File: src/rtl/vip_stream_switch_nxm.sv
// NxM Avalon-ST video switch with Avalon-MM routing control.
// Route changes are applied only between packets; each output has a 2-entry skid buffer.
// Optional build macro: VIP_SWI_DROP_UNSELECTED_EN (unowned inputs accept and discard beats).
module vip_stream_switch_nxm #(
  parameter int unsigned NUM_INPUTS       = 4,
  parameter int unsigned NUM_OUTPUTS      = 2,
  parameter int unsigned DATA_WIDTH       = 24,
  parameter int unsigned AV_ADDRESS_WIDTH = 5
) (
  input  logic                              clock,
  input  logic                              reset,
  output logic [NUM_INPUTS-1:0]             din_ready,
  input  logic [NUM_INPUTS-1:0]             din_valid,
  input  logic [NUM_INPUTS*DATA_WIDTH-1:0]  din_data,
  input  logic [NUM_INPUTS-1:0]             din_startofpacket,
  input  logic [NUM_INPUTS-1:0]             din_endofpacket,
  input  logic [NUM_OUTPUTS-1:0]            dout_ready,
  output logic [NUM_OUTPUTS-1:0]            dout_valid,
  output logic [NUM_OUTPUTS*DATA_WIDTH-1:0] dout_data,
  output logic [NUM_OUTPUTS-1:0]            dout_startofpacket,
  output logic [NUM_OUTPUTS-1:0]            dout_endofpacket,
  input  logic [AV_ADDRESS_WIDTH-1:0]       control_address,
  input  logic                              control_read,
  output logic [31:0]                       control_readdata,
  input  logic                              control_write,
  input  logic [31:0]                       control_writedata
);

  typedef enum logic [1:0] {StIdle, StRouted, StInPkt} state_e;

  state_e                  state_q    [NUM_OUTPUTS];
  logic [3:0]              pend_sel_q [NUM_OUTPUTS];
  logic [3:0]              req_sel_q  [NUM_OUTPUTS];
  logic [3:0]              act_sel_q  [NUM_OUTPUTS];
  logic [3:0]              eff_sel    [NUM_OUTPUTS];
  logic                    go_q;
  logic [31:0]             rdata;

  logic [NUM_OUTPUTS-1:0]  owned_by   [NUM_INPUTS];
  logic [NUM_INPUTS-1:0]   claimed;
  logic [NUM_OUTPUTS-1:0]  in_valid, in_sop, in_eop, push, pop, full;
  logic [DATA_WIDTH-1:0]   in_data    [NUM_OUTPUTS];

  logic [DATA_WIDTH-1:0]   buf_data_q [NUM_OUTPUTS][2];
  logic [1:0]              buf_sop_q  [NUM_OUTPUTS];
  logic [1:0]              buf_eop_q  [NUM_OUTPUTS];
  logic [1:0]              cnt_q      [NUM_OUTPUTS];
  logic [NUM_OUTPUTS-1:0]  wptr_q, rptr_q;

  logic unused_wdata;
  assign unused_wdata = ^control_writedata[31:4];

  // Select k routes input k-1; zero or anything past NUM_INPUTS disables the output.
  function automatic logic sel_ok(input logic [3:0] s);
    return (s != 4'd0) && (32'(s) <= NUM_INPUTS);
  endfunction

  // Effective source per output: locked while in a packet, follows the request between packets.
  always_comb begin
    for (int j = 0; j < NUM_OUTPUTS; j++) begin
      eff_sel[j] = 4'd0;
      if (state_q[j] == StInPkt) begin
        eff_sel[j] = act_sel_q[j];
      end else if (state_q[j] == StRouted && go_q && sel_ok(req_sel_q[j])) begin
        eff_sel[j] = req_sel_q[j];
      end
    end
  end

  // Input ownership: an output mid-packet keeps its source, otherwise the lowest index wins.
  always_comb begin
    claimed = '0;
    for (int i = 0; i < NUM_INPUTS; i++) begin
      owned_by[i] = '0;
      for (int j = 0; j < NUM_OUTPUTS; j++) begin
        if (!claimed[i] && state_q[j] == StInPkt && eff_sel[j] == 4'(i + 1)) begin
          owned_by[i][j] = 1'b1;
          claimed[i]     = 1'b1;
        end
      end
      for (int j = 0; j < NUM_OUTPUTS; j++) begin
        if (!claimed[i] && eff_sel[j] == 4'(i + 1)) begin
          owned_by[i][j] = 1'b1;
          claimed[i]     = 1'b1;
        end
      end
    end
  end

  // Data path muxing, input handshake and skid-buffer push/pop.
  always_comb begin
    for (int j = 0; j < NUM_OUTPUTS; j++) begin
      full[j]     = (cnt_q[j] == 2'd2);
      in_valid[j] = 1'b0;
      in_sop[j]   = 1'b0;
      in_eop[j]   = 1'b0;
      in_data[j]  = '0;
      for (int i = 0; i < NUM_INPUTS; i++) begin
        if (owned_by[i][j]) begin
          in_valid[j] = din_valid[i];
          in_sop[j]   = din_startofpacket[i];
          in_eop[j]   = din_endofpacket[i];
          in_data[j]  = din_data[i*DATA_WIDTH +: DATA_WIDTH];
        end
      end
      push[j]               = in_valid[j] & ~full[j];
      dout_valid[j]         = (cnt_q[j] != 2'd0);
      pop[j]                = dout_valid[j] & dout_ready[j];
      dout_data[j*DATA_WIDTH +: DATA_WIDTH] = buf_data_q[j][rptr_q[j]];
      dout_startofpacket[j] = buf_sop_q[j][rptr_q[j]] & dout_valid[j];
      dout_endofpacket[j]   = buf_eop_q[j][rptr_q[j]] & dout_valid[j];
    end
    for (int i = 0; i < NUM_INPUTS; i++) begin
`ifdef VIP_SWI_DROP_UNSELECTED_EN
      din_ready[i] = ~reset;
`else
      din_ready[i] = 1'b0;
`endif
      for (int j = 0; j < NUM_OUTPUTS; j++) begin
        if (owned_by[i][j]) din_ready[i] = ~full[j];
      end
    end
  end

  // Per-output routing FSM.
  always_ff @(posedge clock or posedge reset) begin
    if (reset) begin
      for (int j = 0; j < NUM_OUTPUTS; j++) begin
        state_q[j]   <= StIdle;
        act_sel_q[j] <= 4'd0;
      end
    end else begin
      for (int j = 0; j < NUM_OUTPUTS; j++) begin
        unique case (state_q[j])
          StIdle: begin
            if (go_q && sel_ok(req_sel_q[j])) begin
              state_q[j]   <= StRouted;
              act_sel_q[j] <= req_sel_q[j];
            end
          end
          StRouted: begin
            if (!go_q || !sel_ok(req_sel_q[j])) begin
              state_q[j]   <= StIdle;
              act_sel_q[j] <= 4'd0;
            end else begin
              act_sel_q[j] <= req_sel_q[j];
              if (push[j] && !in_eop[j]) state_q[j] <= StInPkt;
            end
          end
          StInPkt: begin
            if (push[j] && in_eop[j]) state_q[j] <= StRouted;
          end
          default: state_q[j] <= StIdle;
        endcase
      end
    end
  end

  // Per-output 2-entry skid buffer.
  always_ff @(posedge clock or posedge reset) begin
    if (reset) begin
      wptr_q <= '0;
      rptr_q <= '0;
      for (int j = 0; j < NUM_OUTPUTS; j++) begin
        cnt_q[j]         <= 2'd0;
        buf_sop_q[j]     <= 2'b00;
        buf_eop_q[j]     <= 2'b00;
        buf_data_q[j][0] <= '0;
        buf_data_q[j][1] <= '0;
      end
    end else begin
      for (int j = 0; j < NUM_OUTPUTS; j++) begin
        if (push[j]) begin
          buf_data_q[j][wptr_q[j]] <= in_data[j];
          buf_sop_q[j][wptr_q[j]]  <= in_sop[j];
          buf_eop_q[j][wptr_q[j]]  <= in_eop[j];
          wptr_q[j]                <= ~wptr_q[j];
        end
        if (pop[j]) rptr_q[j] <= ~rptr_q[j];
        case ({push[j], pop[j]})
          2'b10:   cnt_q[j] <= cnt_q[j] + 2'd1;
          2'b01:   cnt_q[j] <= cnt_q[j] - 2'd1;
          default: cnt_q[j] <= cnt_q[j];
        endcase
      end
    end
  end

  // Register read mux.
  always_comb begin
    rdata = 32'd0;
    if (32'(control_address) == 32'd0) rdata[0] = go_q;
    if (32'(control_address) == 32'd1) begin
      for (int j = 0; j < NUM_OUTPUTS; j++) rdata[j] = (state_q[j] == StInPkt);
    end
    for (int j = 0; j < NUM_OUTPUTS; j++) begin
      if (32'(control_address) == 32'(4 + j)) rdata[3:0] = pend_sel_q[j];
    end
  end

  // Control registers and registered read data.
  always_ff @(posedge clock or posedge reset) begin
    if (reset) begin
      go_q             <= 1'b0;
      control_readdata <= 32'd0;
      for (int j = 0; j < NUM_OUTPUTS; j++) begin
        pend_sel_q[j] <= 4'd0;
        req_sel_q[j]  <= 4'd0;
      end
    end else begin
      control_readdata <= control_read ? rdata : 32'd0;
      if (control_write) begin
        if (32'(control_address) == 32'd0) go_q <= control_writedata[0];
        for (int j = 0; j < NUM_OUTPUTS; j++) begin
          if (32'(control_address) == 32'd2)     req_sel_q[j]  <= pend_sel_q[j];
          if (32'(control_address) == 32'(4 + j)) pend_sel_q[j] <= control_writedata[3:0];
        end
      end
    end
  end

endmodule

File: config.mk
export PLATFORM = sky130hd
export DESIGN_NAME = vip_stream_switch_nxm
export DESIGN_NICKNAME = d
export VERILOG_FILES = /design/src/rtl/vip_stream_switch_nxm.sv
export SDC_FILE = /design/constraint.sdc
export NUM_CORES = 1
export LEC_CHECK = 0
export BUFFER_PORTS_ARGS = -buffer_cell sky130_fd_sc_hd__buf_2
export CAP_MARGIN = 25
export CELL_PAD_IN_SITES_DETAIL_PLACEMENT = 1
export CELL_PAD_IN_SITES_GLOBAL_PLACEMENT = 2
export CORE_MARGIN = 10
export CORE_UTILIZATION = 35
export DETAILED_ROUTE_END_ITERATION = 10
export PLACE_DENSITY = 0.94
export SLEW_MARGIN = 20
export SYNTH_ARGS = -nofsm -noshare
export SYNTH_HDL_FRONTEND = slang
export SYNTH_SLANG_ARGS = --single-unit
File: constraint.sdc
create_clock -name clock -period 12.6 [get_ports clock]
set_clock_uncertainty 0.15 [all_clocks]
set_input_delay 1.26 -clock clock [delete_from_list [all_inputs] [get_ports clock]]
set_output_delay 1.26 -clock clock [all_outputs]
set_load 0.02 [all_outputs]
* Yosys cells after proc, flatten, opt, wreduce, memory -nomap -nowiden
Index checks and enable logic that the tools add are counted.
Word-level totals: register bits after elaboration 145
Operators by class: reduce and logical (&&, ||, !) cells 74, eq/ne operators 28, muxes and demuxes 119, bitwise gates (word level) 18, magnitude comparators 14, $add $sub $neg 4
Operator list (number):
- two-way mux 24 bit | 16
- bitwise mux 48 bit | 2
- two-way mux 1 bit | 67
- demux 24 bit (select 1 bit) | 2
- two-way mux 4 bit | 11
- logical AND 1 bit | 36
- two-way mux 2 bit | 9
- logical NOT 1 bit | 17
- equality test 4 x 2 -> 1 bit (second input constant) | 4
- case mux 4 bit (2 select lines) | 2
- equality test 2 bit (second input constant) | 6
- case mux 2 bit (3 select lines) | 2
- AND reduction 2 bit | 6
- nonzero test 2 bit | 6
- equality test 5 x 3 -> 1 bit (second input constant) | 2
- AND 1 bit | 8
- bitwise mux 2 bit | 4
- equality test 2 x 1 -> 1 bit (second input constant) | 4
- equality test 4 x 1 -> 1 bit (second input constant) | 2
- equality test 4 x 3 -> 1 bit (second input constant) | 2
- greater-or-equal comparator 2 bit (second input constant) | 4
- <= comparator 4 x 3 -> 1 bit (second input constant) | 2
- less-than comparator 1 x 2 -> 1 bit (second input constant) | 4
- NOT 1 -> 2 bit | 4
- 17 further kinds | 35

* Logic depth before layout (Yosys ltp)
Gate-level depths: netlist of run 1.
depth after elaboration 27, mapped depth 11

* Worst setup path after synthesis of run 1
No wires, ideal clock.
path type register to output, start point register state_q[0] in the netlist's numbering, end point output din_ready[2], path buffers 2, path slack 8783 ps, cell stages (with the launch flop) 9, data arrival time 2407 ps, path through dfrtp_1 -> or4bb_1 -> o32ai_1 -> o211a_1 -> o21a_1 -> clkbuf_1 -> clkbuf_1 -> nand2_1 -> o21ai_0
Between the ends: longest elaborated chain between the ends 15, elaborated cells on any way between the ends 20, those cells by class eq/ne: 3; mux: 9; reduce/logical: 8
RTL lines:
- start: declaration | line 31 | state_e state_q [NUM_OUTPUTS];
- start signal: indexed assignment | line 129 | state_q[j] <= StIdle;
- start signal: indexed assignment | line 137 | state_q[j] <= StRouted;
- start signal: indexed assignment | line 143 | state_q[j] <= StIdle;
- equality test 2 x 1 -> 1 bit | line 64 | end else if (state_q[j] == StRouted && go_q && sel_ok(req_sel_q[j])) begin
- logical AND 1 bit (2 in a row) | line 64
- two-way mux 4 bit | line 64
- two-way mux 4 bit | line 62 | if (state_q[j] == StInPkt) begin
- equality test 4 x 2 -> 1 bit | line 76, 82
- logical AND 1 bit | line 76 | if (!claimed[i] && state_q[j] == StInPkt && eff_sel[j] == 4'(i + 1)) begin
- two-way mux 1 bit | line 76
- logical NOT 1 bit | line 82 | if (!claimed[i] && eff_sel[j] == 4'(i + 1)) begin
- logical AND 1 bit | line 82
- two-way mux 1 bit | line 82
- logical NOT 1 bit | line 82
- logical AND 1 bit | line 82
- two-way mux 1 bit | line 82
- two-way mux 1 bit * | line 120 | if (owned_by[i][j]) din_ready[i] = ~full[j];
- end: declaration | line 12 | output logic [NUM_INPUTS-1:0] din_ready,
Every way passes the cells marked *; elsewhere a longest branch is shown, timed or not.

* Final worst setup path of run 1
Ends and elaborated chain as after synthesis.

==> metrics.md, run 1 <==
| Metric | Value |
|---|---|
| Worst Setup EP | `din_ready[2]` |
| Top post-synthesis cells by area | `dfrtp_1 (45%), mux2_2 (22%), a222oi_1 (3.6%)` |
| Synthesized netlist cell count | `slightly above 700` |
| Slowest cell on the critical path | `or4bb_1` |
| CP max stage delay | `560 ps` |
| Number of flops mapped to enable cells by yosys | `0` |
| Critical Path, Cell by Cell | `or4bb_1, o32ai_1, o211a_1, o21a_1, buf_4, nand2_1, o21ai_0, buf_2` |
| DP Area | `9225 µm²` |
| Final worst path period share | `between 30% and 40%` |
| Share of the synthesized area in the top cell type | `around 45%` |
| CTS Buf Count | `17` |
| I/O pins | `~240` |
| Net Sw Frac | `30.87%` |
| Leak | `approximately 5.1 nW` |
| Non-Filler Instances | `between 1k and 1.5k` |
| Crit. End Element | `output port` |
| TritonCTS clock tree | `built` |
| Comb power frac | `about 18%` |
| Ys async rst share | `between 90% and 100%` |
| Most frequent cells in the layout | `buf_2 (184), mux2_2 (159), dfrtp_1 (145)` |
| Layout cell share with drive strength beyond 1 | `approximately 45%` |
| Dpl ws | `about 8500 ps` |
| Setup-failing EPs final | `0` |
| Most common cell after layout, fill and taps aside | `buf_2` |
| Max IR drop VDD | `approximately 0.084 mV` |
| Initial DRC Count | `roughly 750` |
| HPWL reported at the end of detailed placement | `roughly 21000 µm` |
| FF-to-FF End | `buf_data_q[12]` |
| Post-route minimum period | `4537 ps` |
| WP depth | `8` |
| Synthesis Warnings | `0` |
| Run status | `completed` |
| Via density per instance | `roughly 5.6` |
| GP Congestion | `around 0.86` |
| Leading area contributor after synthesis | `dfrtp_1` |
| Worst path bufs/invs | `2` |
| Worst Path Required | `~11000 ps` |
| Worst-skew pair later-pin latency | `around 430 ps` |
| Internal power | `approximately 870 µW` |
| Max Cap Viol | `0` |
| Worst-path maximum fanout | `28` |
| Rows | `55` |
| PortBufs | `around 180` |
| Cell Pwr Density | `~130 nW/µm²` |
| CTS Sinks | `around 150` |
| Die Area | `a little under 30000 µm²` |
| Reg-to-reg startpoint | `go_q` |
| Root Driver | `clkbuf_16` |
| Crit. Startpoint | `state_q[0]` |
| GRT overflow | `0` |
| Synthesized flop and latch total | `roughly 150` |
| Top delay family on crit path | `compound AO/OA/AOI/OAI gates` |
| DRC viols | `0` |
| Vias in the first global route | `7120` |
| Count of pins over their slew limit | `0` |
| DR vias | `6753` |
| Initial core utilization | `between 30% and 40%` |
| Total Wirelength | `roughly 28000 µm` |
| RSZ-0062 raised after global routing | `no` |
| Final hold vios | `0` |
| Clock group share of total power | `39.9%` |
| CTS resizes | `0` |
| Die Ht | `171.9 µm` |
| Placed Cells | `about 1.2k` |
| Final net count | `1053` |
| Distinct cells, synth | `67` |
| Reg power frac | `42.5%` |
| Postcts setup bufs | `0` |
| Slew headroom | `between 30% and 40%` |
| Total GRT Usage | `a little under a fifth` |
| Crit path kind | `register to output port` |
| CTS Hold Buffers Added | `0` |
| Worst r2r path cells | `8` |
| Post-Syn Area per Cell | `11.20 µm²` |
| Setup tns final | `0 ps` |
| Critical Path AT | `approximately 3100 ps` |
| Hold Path Class | `register to register` |
| Post-DRT Antenna Nets | `0` |
| Area of the mapped netlist | `about 8000 µm²` |
| Clock Path Buffers | `2` |
| Sequential element share of the synthesized area | `between 40% and 50%` |
| Avg WL per Cell | `around 24 µm` |
| Pre-antenna DRT Iters | `8` |
| Sw Pwr | `roughly 390 µW` |
| Design area | `9821 µm²` |
| Fin worst setup slack | `8063 ps` |
| CP Launch Type | `register` |
| Die width | `roughly 170 µm` |
| Post-synth top flop | `dfrtp_1` |
| Core area | `approximately 23000 µm²` |
| H-tree Lvls | `4` |
| Fmax | `approximately 220 MHz` |
| Global-route wire length before repair | `between 40000 and 50000 µm` |
| Flop-to-flop setup slack | `roughly 8400 ps` |
| Initial antenna violation count | `3` |
| Largest net degree at the start of global routing | `75` |
| Worst-margin pin slew | `between 900 and 1000 ps` |
| Clock slew at reported path FFs | `60 ps` |
| P&R area growth vs syn | `21.58%` |
[per-layer routing]
layer	part of all wire, %	wire length (µm)	global-route usage (%)
met1	42	12030	23.84
met2	48	13710	29.53
met3	6.4	1804	3.785
met4	3.0	842	7.871
met5	0	0	0
[sequential cells by signal (all words and copies together) (netlist names)]
register,cells
go_q,1
pend_sel_q,8
wptr_q,2
cnt_q,4
req_sel_q,8
state_q,4
control_readdata,4
act_sel_q,8
buf_eop_q,4
rptr_q,2
buf_data_q,96
buf_sop_q,4
[cell type report]
cell class	count	area, µm²
timing repair buffer	200	1039
tap	285	356.6
multi-input combinational	522	4149
clock buffer	18	439.2
clock inverter	14	143.9
fill	2525	12890
antenna	3	7.507
sequential	145	3628
inverter	14	57.56
[through the flow]
stage          hold WS [ps]  total power [mW]  util, %
5_1_grt               362.9             1.316    43.25
3_5_place_dp          340.3            0.7607    40.62
6_report              355.0             1.255    43.25
2_1_floorplan         317.3            0.6880        -
4_1_cts               354.0             1.265    43.19
3_3_place_gp          332.3            0.7546    40.62
[Yosys cell counts (all sizes together) (3+ instances only)]
| master | n |
|---|---|
| nor2b | 8 |
| a211oi | 4 |
| clkbuf | 28 |
| o22ai | 23 |
| o21ai | 15 |
| nor3 | 6 |
| o21a | 4 |
| nand2 | 75 |
| a31oi | 4 |
| buf | 39 |
| nor2 | 46 |
| nand2b | 4 |
| xor2 | 5 |
| a22o | 4 |
| a21oi | 7 |
| xnor2 | 6 |
| dfrtp | 145 |
| inv | 14 |
| a222oi | 29 |
| nand3b | 3 |
| nand3 | 6 |
| mux2i | 6 |
| mux2 | 166 |
| a221oi | 25 |
[worst min-delay path by stage]
stage	start	to	slack, ps	cells past startpoint
final	buf_data_q[60]	buf_data_q[60]	360	1
after global placement	buf_data_q[2]	buf_data_q[2]	330	1
after detailed placement	buf_data_q[21]	buf_data_q[21]	340	1
after floorplan	pend_sel_q[2]	req_sel_q[2]	320	2
after global routing	buf_data_q[64]	buf_data_q[64]	360	1
after CTS	buf_data_q[21]	buf_data_q[21]	350	1
[power groups by stage]
stage	Sequential [mW]	Clock, mW	Combinational [mW]
floorplan	0.524	0	0.164
global placement	0.539	0	0.216
detailed placement	0.541	0	0.220
CTS	0.532	0.512	0.221
global route	0.538	0.537	0.240
finish	0.533	0.501	0.221
[logic make-up (layout without fill, tap and decap cells)]
kind of cell	after synthesis	count (layout)	share of synthesized area (%)
muxes	172	172	24.21
and+or+nand+nor	169	169	9.867
DFF	145	145	44.92
AOI/OAI and AO/OA	140	140	13.89
buffers and inverters	81	246	5.561
xor gates and xnor gates	11	11	1.193
adders and majority gates	2	2	0.3097
other	1	31	0.04642
(Power assumes the default switching activity.)
==> run 2: changes to the inputs <==
ABC_AREA = 1   (was not set)
CORE_UTILIZATION = 26   (was 35)
PLACE_DENSITY = 0.85   (was 0.94)
clock period = 3.76 ns   (was 12.6 ns; I/O delays follow)
==> metrics.md, run 2 <==
| Metric | Value |
|---|---|
| Slowest cell on the critical path | `dfrtp_1` |
| PortBufs | `184 (unchanged)` |
| Max Cap Viol | `0 (unchanged)` |
| Post-Syn Area per Cell | `7.195 µm² (-36%)` |
| Sequential element share of the synthesized area | `43.07% (-1.9 points)` |
| Count of pins over their slew limit | `0 (unchanged)` |
| I/O pins | `241 (unchanged)` |
| Register area | `3628 µm² (unchanged)` |
| Area of the mapped netlist | `8426 µm² (+4.3%)` |
| Setup tns final | `0 ps (unchanged)` |
| Rows | `65 (+18%)` |
| Most common cell after layout, fill and taps aside | `nand2_1` |
| Pre-antenna DRT Iters | `4 (-4)` |
| Postcts setup bufs | `0 (unchanged)` |
| Hold Path Class | `input pin to register` |
| CTS Buf Count | `17 (unchanged)` |
| Most frequent cells in the layout | `nand2_1 (380), buf_2 (184), dfrtp_1 (145)` |
| TritonCTS clock tree | `built` |
| Synthesis Warnings | `0 (unchanged)` |
| Post-route minimum period | `~3400 ps` |
| Die Area | `40010 µm² (+35%)` |
| Most common cell on crit path | `nor2_1` |
| FILL cells | `4019 (+59%)` |
| Design area | `10230 µm² (+4.2%)` |
| H-tree Lvls | `4 (unchanged)` |
| Root Driver | `clkbuf_16` |
| Clock slew at reported path FFs | `70 ps (about the same)` |
| Initial DRC Count | `445 (-40%)` |
| Cell Pwr Density | `585.2 nW/µm² (+360%)` |
| Worst path bufs/invs | `1 (-1)` |
| DRC viols | `0 (unchanged)` |
| Initial core utilization | `26.50% (-9.1 points)` |
| P&R area growth vs syn | `21.43%` |
| Synthesized netlist cell count | `1171 (+62%)` |
| Leak | `5.247 nW (+3.8%)` |
| Run status | `completed` |
| Vias in the first global route | `8989 (+26%)` |
| Sw Pwr | `2.543 mW (+560%)` |
| CTS Sinks | `145 (unchanged)` |
| Fin Hold WS | `57.11 ps (-297.9 ps)` |
| Critical Path AT | `2920 ps (-210 ps)` |
| Max IR drop VDD | `0.2756 mV (+230%)` |
| CP Launch Type | `register` |
| GRT overflow | `0 (unchanged)` |
| Worst-margin pin slew | `876.3 ps (-53.53 ps)` |
| Slew headroom | `41.46% (+3.4 points)` |
| Worst-skew pair later-pin latency | `430 ps (about the same)` |
| Setup-failing EPs final | `0 (unchanged)` |
| Multi-input logic area | `3831 µm² (-7.7%)` |
| Crit path kind | `register to output port` |
| Clock Path Buffers | `2 (unchanged)` |
| Distinct cells, synth | `31 (-54%)` |
| Total Wirelength | `32860 µm (+16%)` |
| Via density per instance | `4.752 (-15%)` |
| Crit. End Element | `output port` |
| Critical Path, Cell by Cell | `nor2_1, nand2_1, nand4_1, nor2_1, nor2_1, nand3_1, nor2_1, and2_1, a21oi_1, a21oi_1, buf_2` |
| Count leader, synth | `nand2_1` |
| Final worst path period share | `91.61%` |
| Total GRT Usage | `16.29% (-2.2 points)` |
| Top post-synthesis cells by area | `dfrtp_1 (43%), nand2_1 (17%), inv_1 (5.9%)` |
| Synthesized flop and latch total | `145 (unchanged)` |
| Die Ht | `200.0 µm (+16%)` |
| HPWL reported at the end of detailed placement | `24890 µm (+19%)` |
| Clock group share of total power | `28.4% (-12 points)` |
| Largest Register | `buf_data_q` |
| Leading area contributor after synthesis | `dfrtp_1` |
| Fmax | `approximately 290 MHz` |
| Final net count | `1489 (+41%)` |
| Layout cell share with drive strength beyond 1 | `19.72% (-26 points)` |
| Internal power | `3.444 mW (+300%)` |
| Worst Path Required | `3230 ps (-7960 ps)` |
| GP Congestion | `0.8935 (+4.2%)` |
| Net Sw Frac | `42.47% (+12 points)` |
| Ys async rst share | `100.0% (unchanged)` |
| Number of flops mapped to enable cells by yosys | `0 (unchanged)` |
| Top post-synthesis cells by count | `nand2_1 (380), dfrtp_1 (145), inv_1 (133), nor2_1 (91), o21ai_0 (80)` |
| RSZ-0062 raised after global routing | `no` |
| Post-DRT Antenna Nets | `0 (unchanged)` |
| Share of the synthesized area in the top cell type | `43.07% (-1.9 points)` |
| Post-synth top flop | `dfrtp_1` |
| Global-route wire length before repair | `50160 µm (+19%)` |
| Final hold vios | `0 (unchanged)` |
| Die width | `200.0 µm (+16%)` |
| DR vias | `8491 (+26%)` |
| Reg power frac | `34.6% (-7.9 points)` |
| Core area | `31800 µm² (+40%)` |
| Comb power frac | `37.0% (+19 points)` |
| Avg WL per Cell | `18.39 µm (-22%)` |
| CP max stage delay | `430 ps (-130 ps)` |
| Largest net degree at the start of global routing | `58 (-23%)` |
| Worst-path maximum fanout | `8 (-71%)` |
| DP Area | `9638 µm² (+4.5%)` |
| Top delay family on crit path | `simple AND/OR/NAND/NOR gates` |
| Initial antenna violation count | `8 (+5)` |
| Max reg flops | `96 (unchanged)` |
-- run 2: changes by cell type after synthesis, moves of 11 or more --
| cell | before | now |
|---|---|---|
| o2111ai_1 | 0 | 50 |
| nand3_1 | 5 | 69 |
| o22ai_1 | 23 | 5 |
| nand4_1 | 0 | 17 |
| a222oi_1 | 29 | 0 |
| mux2_2 | 159 | 1 |
| a221oi_1 | 25 | 0 |
| inv_1 | 14 | 133 |
| o21ai_0 | 12 | 80 |
| clkbuf_1 | 28 | 17 |
| buf_2 | 2 | 16 |
| nor2_1 | 46 | 91 |
| nand2_1 | 75 | 380 |
| a21oi_1 | 6 | 69 |
-- run 2: layer usage --
layer  share of wire (%)  up-vias  GRT usage, %
met1                  42     4153         18.68
met5                0.14        -             0
met3                 7.1       40         4.889
met4                 1.9        8         4.711
met2                  48      231         28.64
li1                    -     4059             -
-- run 2: worst register-to-register path, cell delays in order (launching register included) --
cell	delay, ps
dfrtp_1	430
nor2_1	200
nand2_1	170
nand4_1	230
nor2_1	60
nor2_1	140
nand3_1	90
nor2_1	180
nand3_1	110
nand3_1	90
nand2_1	70
nand2_2	310
buf_4	310
nand2_2	390
o21ai_0	300
-- run 2: layout make-up --
cell class / instances / share of cell area, %
sequential: 145 / 35.47
timing repair buffer: 203 / 10.79
tap: 435 / 5.320
antenna: 3 / 0.07338
clock buffer: 18 / 4.195
clock inverter: 14 / 1.431
inverter: 143 / 5.283
multi-input combinational: 826 / 37.45
-- run 2: timing repair --
item                      in CTS  in global routing
hold buffers                   1                  0
gates resized for setup        0                  0
hold endpoints to repair      20                  0
-- run 2: worst paths after layout --
kind,start,endpoint,slack [ps],depth (start not counted)
worst max-delay path,req_sel_q[0],din_ready[0],320,11
worst min-delay path,control_read,control_readdata[3],60,3
worst max register to register,req_sel_q[0],buf_eop_q[1],430,14
worst min register to register,buf_data_q[3],buf_data_q[3],330,2
max in group asynchronous,reset,buf_data_q[75],2150,4
min in group asynchronous,reset,buf_sop_q[0],520,3
-- run 2: stage by stage --
stage	util, %	std cells	power (mW)	setup slack, ps
final	32.17	1787	5.987	315.5
after global routing	32.17	1786	6.375	22.88
after CTS	32.15	1784	6.083	283.7
after detailed placement	30.31	1751	4.353	482.7
after global placement	30.31	1751	4.298	556.0
after floorplan	-	1198	3.468	1106
-- run 2: logic make-up after synthesis --
| logic type | after synthesis | synth area share, % |
|---|---|---|
| AOI/OAI and AO/OA | 207 | 14.64 |
| xor gates and xnor gates | 6 | 0.6237 |
| adders and majority gates | 2 | 0.2970 |
| buffers and inverters | 227 | 12.67 |
| DFF | 145 | 43.07 |
| muxes | 1 | 0.1336 |
| other | 1 | 0.04451 |
| and+or+nand+nor | 582 | 28.53 |
-- run 2: power by group through the flow --
stage / Sequential (mW) / Clock, mW / Combinational, mW
after global routing: 2.12 / 1.82 / 2.44
final: 2.07 / 1.70 / 2.22
after CTS: 2.08 / 1.74 / 2.26
after floorplan: 1.99 / 0 / 1.48
after detailed placement: 2.11 / 0 / 2.25
after global placement: 2.09 / 0 / 2.21
==> run 3: changes to the inputs <==
CTS_BUF_LIST = sky130_fd_sc_hd__clkbuf_8 sky130_fd_sc_hd__clkbuf_16   (was not set)
CTS_CLUSTER_SIZE = 20   (was not set)
PLACE_DENSITY = 0.89   (was 0.85)
==> metrics.md, run 3 (synthesized netlist as in run 2, its figures left out) <==
| Metric | Value |
|---|---|
| Setup tns final | `0 ps (unchanged)` |
| Rows | `65 (unchanged)` |
| Die Ht | `200.0 µm (unchanged)` |
| HPWL reported at the end of detailed placement | `24950 µm (+0.22%)` |
| Critical Path AT | `2900 ps (-20 ps)` |
| Clock slew at reported path FFs | `70 ps (about the same)` |
| Most frequent cells in the layout | `nand2_1 (380), buf_2 (184), dfrtp_1 (145)` |
| Pre-antenna DRT Iters | `5 (+1)` |
| Initial core utilization | `26.50% (unchanged)` |
| Avg WL per Cell | `18.49 µm (+0.53%)` |
| Root Driver | `clkbuf_16` |
| Fin worst setup slack | `339.0 ps (+23.43 ps)` |
| Post-DRT Antenna Nets | `0 (unchanged)` |
| Cell Pwr Density | `584.7 nW/µm² (about the same)` |
| Most common cell after layout, fill and taps aside | `nand2_1` |
| FILL cells | `4003 (-0.40%)` |
| Max IR drop VDD | `0.2860 mV (+3.8%)` |
| DR vias | `8498 (+0.082%)` |
| Fmax | `292.3 MHz (+0.68%)` |
| CTS Buf Count | `17 (unchanged)` |
| Fin Hold WS | `69.07 ps (+11.95 ps)` |
| P&R area growth vs syn | `21.47% (about the same)` |
| Design area | `10230 µm² (about the same)` |
| Max reg flops | `96 (unchanged)` |
| Worst-path maximum fanout | `27 (+19)` |
| Leak | `5.254 nW (+0.14%)` |
| Clock Path Buffers | `2 (unchanged)` |
| GRT overflow | `0 (unchanged)` |
| Die width | `200.0 µm (unchanged)` |
| Power, Total | `5.984 mW (about the same)` |
| CTS resizes | `0 (unchanged)` |
| Setup-failing EPs final | `0 (unchanged)` |
| TritonCTS clock tree | `built` |
| Post-route minimum period | `3421 ps (-23.43 ps)` |
| Largest Register | `buf_data_q` |
| Vias in the first global route | `8881 (-1.2%)` |
| Non-Filler Instances | `1794 (+0.39%)` |
| RSZ-0062 raised after global routing | `no` |
| Total Wirelength | `33160 µm (+0.93%)` |
| PortBufs | `184 (unchanged)` |
| Slew headroom | `41.54% (+0.087 points)` |
| Dpl ws | `619.0 ps (+136.4 ps)` |
| GP Congestion | `0.8816 (-1.3%)` |
| Crit path kind | `register to output port` |
| Finished Core Util | `32.19% (about the same)` |
| I/O pins | `241 (unchanged)` |
| Initial antenna violation count | `12 (+4)` |
| Layout cell share with drive strength beyond 1 | `19.73% (about the same)` |
| CP Launch Type | `register` |
| Largest net degree at the start of global routing | `65 (+12%)` |
| Total GRT Usage | `16.37% (+0.078 points)` |
| Worst-skew pair later-pin latency | `420 ps (about the same)` |
| Postcts setup bufs | `0 (unchanged)` |
| Final hold vios | `0 (unchanged)` |
| Max Cap Viol | `0 (unchanged)` |
| DP Area | `9625 µm² (-0.13%)` |
| Initial DRC Count | `496 (+11%)` |
| Run status | `completed` |
| DRC viols | `0 (unchanged)` |
| Worst Path Required | `3230 ps (about the same)` |
| Global-route wire length before repair | `50290 µm (+0.28%)` |
| Via density per instance | `4.737 (-0.31%)` |
| Worst-margin pin slew | `876.8 ps (+0.5357 ps)` |
| Hold Path Class | `input pin to register` |
| CTS Sinks | `145 (unchanged)` |
| Core area | `31800 µm² (unchanged)` |
| Crit. End Element | `output port` |
| Final worst path period share | `90.99% (-0.62 points)` |
| Placed Cells | `1750 (-0.057%)` |
| Final net count | `1488 (-0.067%)` |
| Count of pins over their slew limit | `0 (unchanged)` |
| Die Area | `40010 µm² (unchanged)` |
| H-tree Lvls | `4 (unchanged)` |
-- run 3: layer usage --
| layer | global-route usage [%] | up-vias | wire length, µm |
|---|---|---|---|
| met4 | 4.795 | 4 | 614 |
| li1 | - | 4063 | - |
| met2 | 27.50 | 229 | 15710 |
| met5 | 0 | - | 27 |
| met1 | 19.67 | 4167 | 14080 |
| met3 | 5.107 | 35 | 2727 |
-- run 3: where the power goes --
part / internal [mW] / switching (mW)
clock: 0.899 / 0.787
combinational: 0.649 / 1.59
sequential: 1.86 / 0.201
total: 3.41 / 2.58
-- run 3: final timing paths --
path                                   start             endpoint  slack (ps)  depth (start not counted)
worst max-delay path              state_q[3]         din_ready[0]         340                         13
worst min-delay path            control_read  control_readdata[3]          70                          3
worst max register to register  req_sel_q[4]             cnt_q[1]         500                         16
worst min register to register  buf_sop_q[1]         buf_sop_q[1]         330                          2
max in group asynchronous              reset       buf_data_q[74]        2240                          4
min in group asynchronous              reset        pend_sel_q[6]         460                          4
-- run 3: cell type report --
| cell class | instances | area [µm²] | area share (%) |
|---|---|---|---|
| diodes | 11 | 27.53 | 0.2689 |
| clock buffers | 18 | 439.2 | 4.291 |
| clock inverters | 14 | 132.6 | 1.296 |
| inverters | 143 | 540.5 | 5.281 |
| multi-input cells | 826 | 3831 | 37.43 |
| flip-flops and latches | 145 | 3628 | 35.45 |
| well taps | 435 | 544.3 | 5.318 |
| repair buffers | 202 | 1091 | 10.66 |
-- run 3: what timing repair did --
action,4_1_cts,5_1_grt
setup endpoints to repair,0,0
hold buffers,1,0
endpoints found under the hold margin,27,0
-- run 3: worst max-delay path, cell delays in order, from the launching register on --
cell,delay [ps]
dfrtp_1,390
inv_1,110
nor2_2,90
nand2_1,70
o21ai_0,160
nor2_1,240
nand2_1,100
nor2_1,150
nand2_1,90
nand2_2,80
buf_4,390
a21oi_1,120
a21oi_1,260
buf_2,230
